==> src/rtl/bsub32_serial.sv <==
// Multi-cycle subtractor: diff = R - T - Bin, one SLICE-bit slice per clock, LSB slice first.
// Optional zero flag output ZF is enabled by defining BSUB32_SERIAL_ZERO_FLAG_EN.
module bsub32_serial #(
    parameter int WIDTH = 32,
    parameter int SLICE = 8
) (
    input  logic             clk,
    input  logic             rst_n,
    input  logic [WIDTH-1:0] R,
    input  logic [WIDTH-1:0] T,
    input  logic             Bin,
    input  logic             in_valid,
    output logic             in_ready,
    output logic [WIDTH-1:0] diff,
    output logic             Bout,
    output logic             OF,
    output logic             out_valid,
    input  logic             out_ready
`ifdef BSUB32_SERIAL_ZERO_FLAG_EN
    ,
    output logic             ZF
`endif
);

    localparam int NSLICE = WIDTH / SLICE;
    localparam int CW     = (NSLICE > 1) ? $clog2(NSLICE) : 1;
    localparam logic [CW-1:0] LAST = CW'(NSLICE - 1);

    if (WIDTH % SLICE != 0) begin : g_bad_width
        $error("bsub32_serial: WIDTH must be an integer multiple of SLICE");
    end

    typedef enum logic [1:0] {IDLE, RUN, DONE} state_t;

    state_t           state_q, state_d;
    logic [WIDTH-1:0] r_q, t_q;
    logic             borrow_q;
    logic [CW-1:0]    cnt_q;

    logic [SLICE-1:0] r_s, t_s;
    logic [SLICE:0]   sub;
    logic [WIDTH-1:0] diff_next;
    logic             accept, last;
    int               idx;

    // Slice datapath: the borrow is the sign bit of the (SLICE+1)-bit difference.
    always_comb begin
        idx       = int'(cnt_q) * SLICE;
        r_s       = r_q[idx +: SLICE];
        t_s       = t_q[idx +: SLICE];
        sub       = {1'b0, r_s} - {1'b0, t_s} - {{SLICE{1'b0}}, borrow_q};
        diff_next = diff;
        diff_next[idx +: SLICE] = sub[SLICE-1:0];
        accept    = (state_q == IDLE) && in_valid;
        last      = (state_q == RUN) && (cnt_q == LAST);
    end

    always_ff @(posedge clk or negedge rst_n) begin
        if (!rst_n) state_q <= IDLE;
        else        state_q <= state_d;
    end

    // NOTE: every output of a combinational block gets a default first so no latch is inferred.
    always_comb begin
        state_d   = state_q;
        in_ready  = 1'b0;
        out_valid = 1'b0;
        unique case (state_q)
            IDLE: begin
                in_ready = 1'b1;
                if (in_valid) state_d = RUN;
            end
            RUN: begin
                if (cnt_q == LAST) state_d = DONE;
            end
            DONE: begin
                out_valid = 1'b1;
                if (out_ready) state_d = IDLE;
            end
            default: state_d = IDLE;
        endcase
    end

    // NOTE: sequential state uses non-blocking assignments so all registers update together.
    always_ff @(posedge clk or negedge rst_n) begin
        if (!rst_n) begin
            r_q      <= '0;
            t_q      <= '0;
            borrow_q <= 1'b0;
            cnt_q    <= '0;
            diff     <= '0;
            Bout     <= 1'b0;
            OF       <= 1'b0;
        end else if (accept) begin
            r_q      <= R;
            t_q      <= T;
            borrow_q <= Bin;
            cnt_q    <= '0;
        end else if (state_q == RUN) begin
            diff     <= diff_next;
            borrow_q <= sub[SLICE];
            if (last) begin
                cnt_q <= '0;
                Bout  <= sub[SLICE];
                OF    <= (r_q[WIDTH-1] != t_q[WIDTH-1]) && (sub[SLICE-1] != r_q[WIDTH-1]);
            end else begin
                cnt_q <= cnt_q + 1'b1;
            end
        end
    end

`ifdef BSUB32_SERIAL_ZERO_FLAG_EN
    always_ff @(posedge clk or negedge rst_n) begin
        if (!rst_n)    ZF <= 1'b0;
        else if (last) ZF <= (diff_next == '0);
    end
`endif

endmodule
==> config.mk <==
export PLATFORM = sky130hd
export DESIGN_NAME = bsub32_serial
export DESIGN_NICKNAME = d
export VERILOG_FILES = /design/src/rtl/bsub32_serial.sv
export SDC_FILE = /design/constraint.sdc
export NUM_CORES = 1
export LEC_CHECK = 0
export CAP_MARGIN = 30
export CORE_ASPECT_RATIO = 1.25
export CORE_MARGIN = 10
export CORE_UTILIZATION = 67
export DETAILED_ROUTE_END_ITERATION = 10
export DONT_BUFFER_PORTS = 1
export PLACE_DENSITY = 0.91
export SYNTH_ARGS = -nofsm -noshare
export SYNTH_HDL_FRONTEND = slang
export SYNTH_SLANG_ARGS = --single-unit
==> constraint.sdc <==
create_clock -name clk -period 9.97 [get_ports clk]
set_input_delay 1.994 -clock clk [delete_from_list [all_inputs] [get_ports clk]]
set_output_delay 1.994 -clock clk [all_outputs]
set_load 0.05 [all_outputs]
## Yosys cells after proc, flatten, opt, wreduce, memory -nomap -nowiden

Index checks and enable logic that the tools add are counted.

| operators by class | value |
|---|---|
| $add $sub $neg | 4 |
| multiply operators | 0 |
| divide/modulo/power cells | 0 |
| $lt $le $gt $ge | 0 |
| eq/ne operators | 8 |
| shift operators | 4 |
| multiplexer cells | 12 |
| bitwise gates (word level) | 1 |
| reduce and logical (&&, ||, !) cells | 8 |

Operators by type and width:

| kind | count |
|---|---|
| $shiftx 32x6->8 | 2 |
| $neg 5->33 | 1 |
| $shift 8x33->32 const A | 1 |
| $shiftx 8x33->32 | 1 |
| $bwmux 32 | 1 |
| $mux 2 | 6 |
| $sub 8x8->9 | 1 |
| $sub 9x1->9 | 1 |
| $pmux 2 s3 | 1 |
| $reduce_and 3->1 | 2 |
| $eq 2x2->1 const B | 2 |
| $mux 1 | 4 |
| $ne 2x2->1 const B | 2 |
| $logic_and 1x1->1 | 3 |
| $add 2x1->2 const B | 1 |
| $eq 2x1->1 const B | 1 |
| $logic_not 2->1 | 1 |
| $ne 1x1->1 | 2 |
| $ne 2x1->1 const B | 1 |
| $reduce_and 2->1 | 1 |
| $reduce_bool 2->1 | 1 |
| $not 1->1 | 1 |

| word-level totals | value |
|---|---|
| bits in registers | 103 |
| bits in latches | 0 |
| bits in writable memories | 0 |
| memory bits (read-only) | 0 |
| bits of input ports | 69 |
| output and inout port bits | 36 |
| word-level logic and storage cells | 45 |
| memories kept | 0 |

## Longest topological paths before layout

| logic depth | value |
|---|---|
| depth in word-level cells | 5 |
| depth in mapped cells | 12 |
| depth with buffers taken out | 11 |

## Least setup slack after synthesis

OpenSTA, ideal clock, no wires.

| timing | value |
|---|---|
| path type | flip-flop to flip-flop |
| start point | register cnt_q[0] |
| end point | register OF |
| library setup time | 0.084 ns |
| arrival time | 3.569 ns |
| setup slack | 6.317 ns |
| cell stages (with the launch flop) | 11 |
| cell sequence | dfrtp_1 > buf_1 > mux4_2 > fa_1 > ha_1 > and2_1 > a221o_1 > a221oi_2 > xnor2_1 > or3b_1 > a41oi_2 |

| between the ends | value |
|---|---|
| cells in the longest elaborated chain, start to end | 5 |

Ends and longest elaborated chain:

| what | RTL line | RTL |
|---|---|---|
| from (decl) | 38 | `logic [CW-1:0] cnt_q;` |
| from (signal assigned) | 107 | `cnt_q <= cnt_q + 1'b1;` |
| $shiftx 32x6->8 (on tied branches) | 49, 50 |  |
| $sub 8x8->9 | 51 | `sub = {1'b0, r_s} - {1'b0, t_s} - {{SLICE{1'b0}}, borrow_q};` |
| $sub 9x1->9 | 51 |  |
| $ne 1x1->1 | 105 | `OF <= (r_q[WIDTH-1] != t_q[WIDTH-1]) && (sub[SLICE-1] != r_q[WIDTH-1]);` |
| $logic_and 1x1->1 | 105 |  |
| to (signal assigned) | 105 |  |
| to (decl) | 16 | `output logic OF,` |

Several ways; a longest one is shown, not always the timed one.
A chain may end at the register's enable or synchronous reset.

## Worst setup path in the final report

| timing | value |
|---|---|
| start point | register cnt_q[1] |
| end point | register OF |

The elaborated chain is that of the path after synthesis.

==> results_dict.tcl <==
set metrics [dict create \
    wl_per_cell_um 19.67 \
    dieArea_sq_um 10970 \
    ys_seq_area_share_pct 53.72 \
    final_util_pct 73.37 \
    synth-edff-count 0 \
    status "complete, no violations" \
    worst-path-max-fanout 20 \
    clk_latency_ns 0.37 \
    wl_mm 11.29 \
    synth_seq_cells 103 \
    stdcell_count 574 \
    cts_tree "built" \
    port_buffers 0 \
    grt_pass1_vias 3676 \
    setup_viol 0 \
    reg2reg_to "OF$_DFFE_PN0P_" \
    die_y_um 114.6 \
    required_ns 10.26 \
    clock_skew_ns 0.01484 \
    synth_area_sq_um 4798 \
    ctsHoldBuffers 0 \
    crit_type "reg -> reg" \
    fmax_ghz 0.2679 \
    setup.worst_path.end "OF$_DFFE_PN0P_" \
    hold_viol_final 0 \
    drt_first_pass_iters 4 \
    fin_tns_setup_ns 0 \
    end_kind "flop" \
    dp_cells 558 \
    synth_flop_cell "dfrtp_1" \
    relSlewSlack_pct 42.50 \
    overflow 0 \
    timing.final.crit_share_pct 37.44 \
    nets 568 \
    synthCells 485 \
    die_w_um 95.69 \
    syn_area_per_cell_sq_um 9.894 \
    htree_levels 3 \
    post-cts-setup-buffers 0 \
    initial_core_util_pct 68.78 \
    tightest_slew_ns 0.8626 \
    drive_gt1_share_pct 8.264 \
    dpl.hpwl_mm 8.354 \
    cts_sinks 103 \
    vias 3443 \
    rr_worst_depth 10 \
    clk_pin_slew_ns 0.10 \
    diodes 0 \
    reg2reg_slack_ns 6.24 \
    timing.rr.start "cnt_q[1]$_DFFE_PN0P_" \
    cts_root_buf "clkbuf_8" \
    synth_warnings 0 \
    cp_data_arrival_time_ns 4.02 \
    grt_pass1_wl_mm 18.04 \
    max-cap-violations 0 \
    slew_viol_final 0 \
    io_pins 105 \
    grt_max_degree 104 \
    grt.total_usage_pct 21.28 \
    syn_nets 574 \
    synthArstFlopShare_pct 100.0 \
    startpoint_type "flop" \
    route.detailed.drc 0 \
    startpoint "cnt_q[1]$_DFFE_PN0P_" \
    gp_congestion 0.8794 \
    yosys.cell_types.count 33 \
    cts-resized-gates 0 \
    area_growth_pct 6.675 \
    clock_path_buffers 2 \
    min_period_ns 3.733 \
    grt_setup_unrepaired "false" \
    cts_made_buffers 9 \
    fp-row-count 34 \
    worst_hold_path_type "reg -> reg" \
    fill_cells 472 \
    drt_iter0_drc 209 \
    core_area_sq_um 6977 \
    post_drt_via_cell_ratio 5.998 \
    antenna_left 0 \
    antenna_found_initial 0 \
]
-- registers in the layout, indices dropped and copies added, names as in the netlist --
name	cells
cnt_q	2
diff	32
t_q	32
borrow_q	1
state_q	2
r_q	32
OF	1
Bout	1
-- metal layers --
metal  vias up  GRT usage, %  share of wire, %
li1       1588             -                 -
met1      1687         24.09                36
met2       139         34.89                51
met3        29         6.955               9.8
met4         0         10.84               3.0
met5         -             0                 0
-- layout by cell type, fill, tap and decap left out, drive strengths merged, types with 2 or more instances in the layout --
cell type / n
nand2: 209
dfrtp: 103
inv: 24
a22o: 24
ha: 18
mux4: 16
clkbuf: 12
o21ai: 10
nor2: 9
nand2b: 5
nor3: 5
buf: 5
o21a: 4
xnor2: 4
a21oi: 4
nand3: 3
nand4: 3
and2: 3
o31ai: 2
o31a: 2
nand3b: 2
fa: 2
clkinvlp: 2
-- worst max-delay path, cell delays in order (launching register included) --
cell,delay (ns)
dfrtp_1,0.92
mux4_2,0.36
inv_1,0.06
fa_1,0.41
ha_1,0.30
and2_1,0.16
a221o_1,0.33
a221oi_2,0.28
xnor2_1,0.22
or3b_1,0.41
a41oi_2,0.19
-- area by class of cell --
type | instances | area [sq um] | area share, %
Timing Repair Buffer | 5 | 77.57 | 1.516
Multi-Input combinational cell | 336 | 2052 | 40.09
Clock inverter | 4 | 53.80 | 1.051
Sequential cell | 103 | 2577 | 50.35
Inverter | 24 | 90.09 | 1.760
Tap cell | 90 | 112.6 | 2.200
Clock buffer | 12 | 155.1 | 3.031
-- how the worst min path moves through the flow --
stage / from / end / slack, ns / cells after the start
2_1_floorplan: r_q[16]$_DFFE_PN0P_ / r_q[16]$_DFFE_PN0P_ / 0.44 / 2
3_3_place_gp: r_q[23]$_DFFE_PN0P_ / r_q[23]$_DFFE_PN0P_ / 0.45 / 2
3_5_place_dp: t_q[19]$_DFFE_PN0P_ / t_q[19]$_DFFE_PN0P_ / 0.46 / 2
4_1_cts: r_q[22]$_DFFE_PN0P_ / r_q[22]$_DFFE_PN0P_ / 0.48 / 2
5_1_grt: t_q[9]$_DFFE_PN0P_ / t_q[9]$_DFFE_PN0P_ / 0.51 / 2
6_report: r_q[29]$_DFFE_PN0P_ / r_q[29]$_DFFE_PN0P_ / 0.48 / 2
-- metrics by stage --
step / area [sq um] / setup slack [ns] / hold slack, ns
6_report: 5119 / 6.237 / 0.4813
5_1_grt: 5119 / 6.089 / 0.5076
4_1_cts: 5119 / 6.263 / 0.4840
3_5_place_dp: 4910 / 6.290 / 0.4610
3_3_place_gp: 4855 / 6.412 / 0.4542
2_1_floorplan: 4798 / 6.317 / 0.4403
-- cell families (layout without fill, tap and decap cells) --
group | after synthesis | in the layout | share of synthesized area (%)
simple gates | 243 | 243 | 20.21
flops | 103 | 103 | 53.72
compound gates | 51 | 51 | 8.318
buf+inv | 46 | 45 | 3.599
fa+ha+maj | 20 | 20 | 5.528
mux | 17 | 17 | 7.718
xor+xnor | 5 | 5 | 0.9126
-- cell usage after synthesis (2+ instances only) --
cell type,count,area [sq um]
o21ai_0,10,50.05
buf_1,6,22.52
a22o_1,24,210.2
nand3_1,3,15.01
and2_1,3,18.77
fa_1,2,40.04
nor3_1,5,25.02
nand4_1,3,18.77
dfrtp_1,103,2577
a21oi_1,4,20.02
nand2b_1,5,31.28
ha_1,18,225.2
nand2_1,209,784.5
inv_1,24,90.09
o31ai_1,2,15.01
clkbuf_1,16,60.06
mux4_2,16,360.4
o31a_1,2,17.52
nor2_1,9,33.78
xnor2_1,4,35.03
nand3b_1,2,15.01
o21a_1,4,30.03
Power is left out: the tool's default activity adds up to more than one toggle a clock period on the data nets, which glitch-free logic cannot reach.
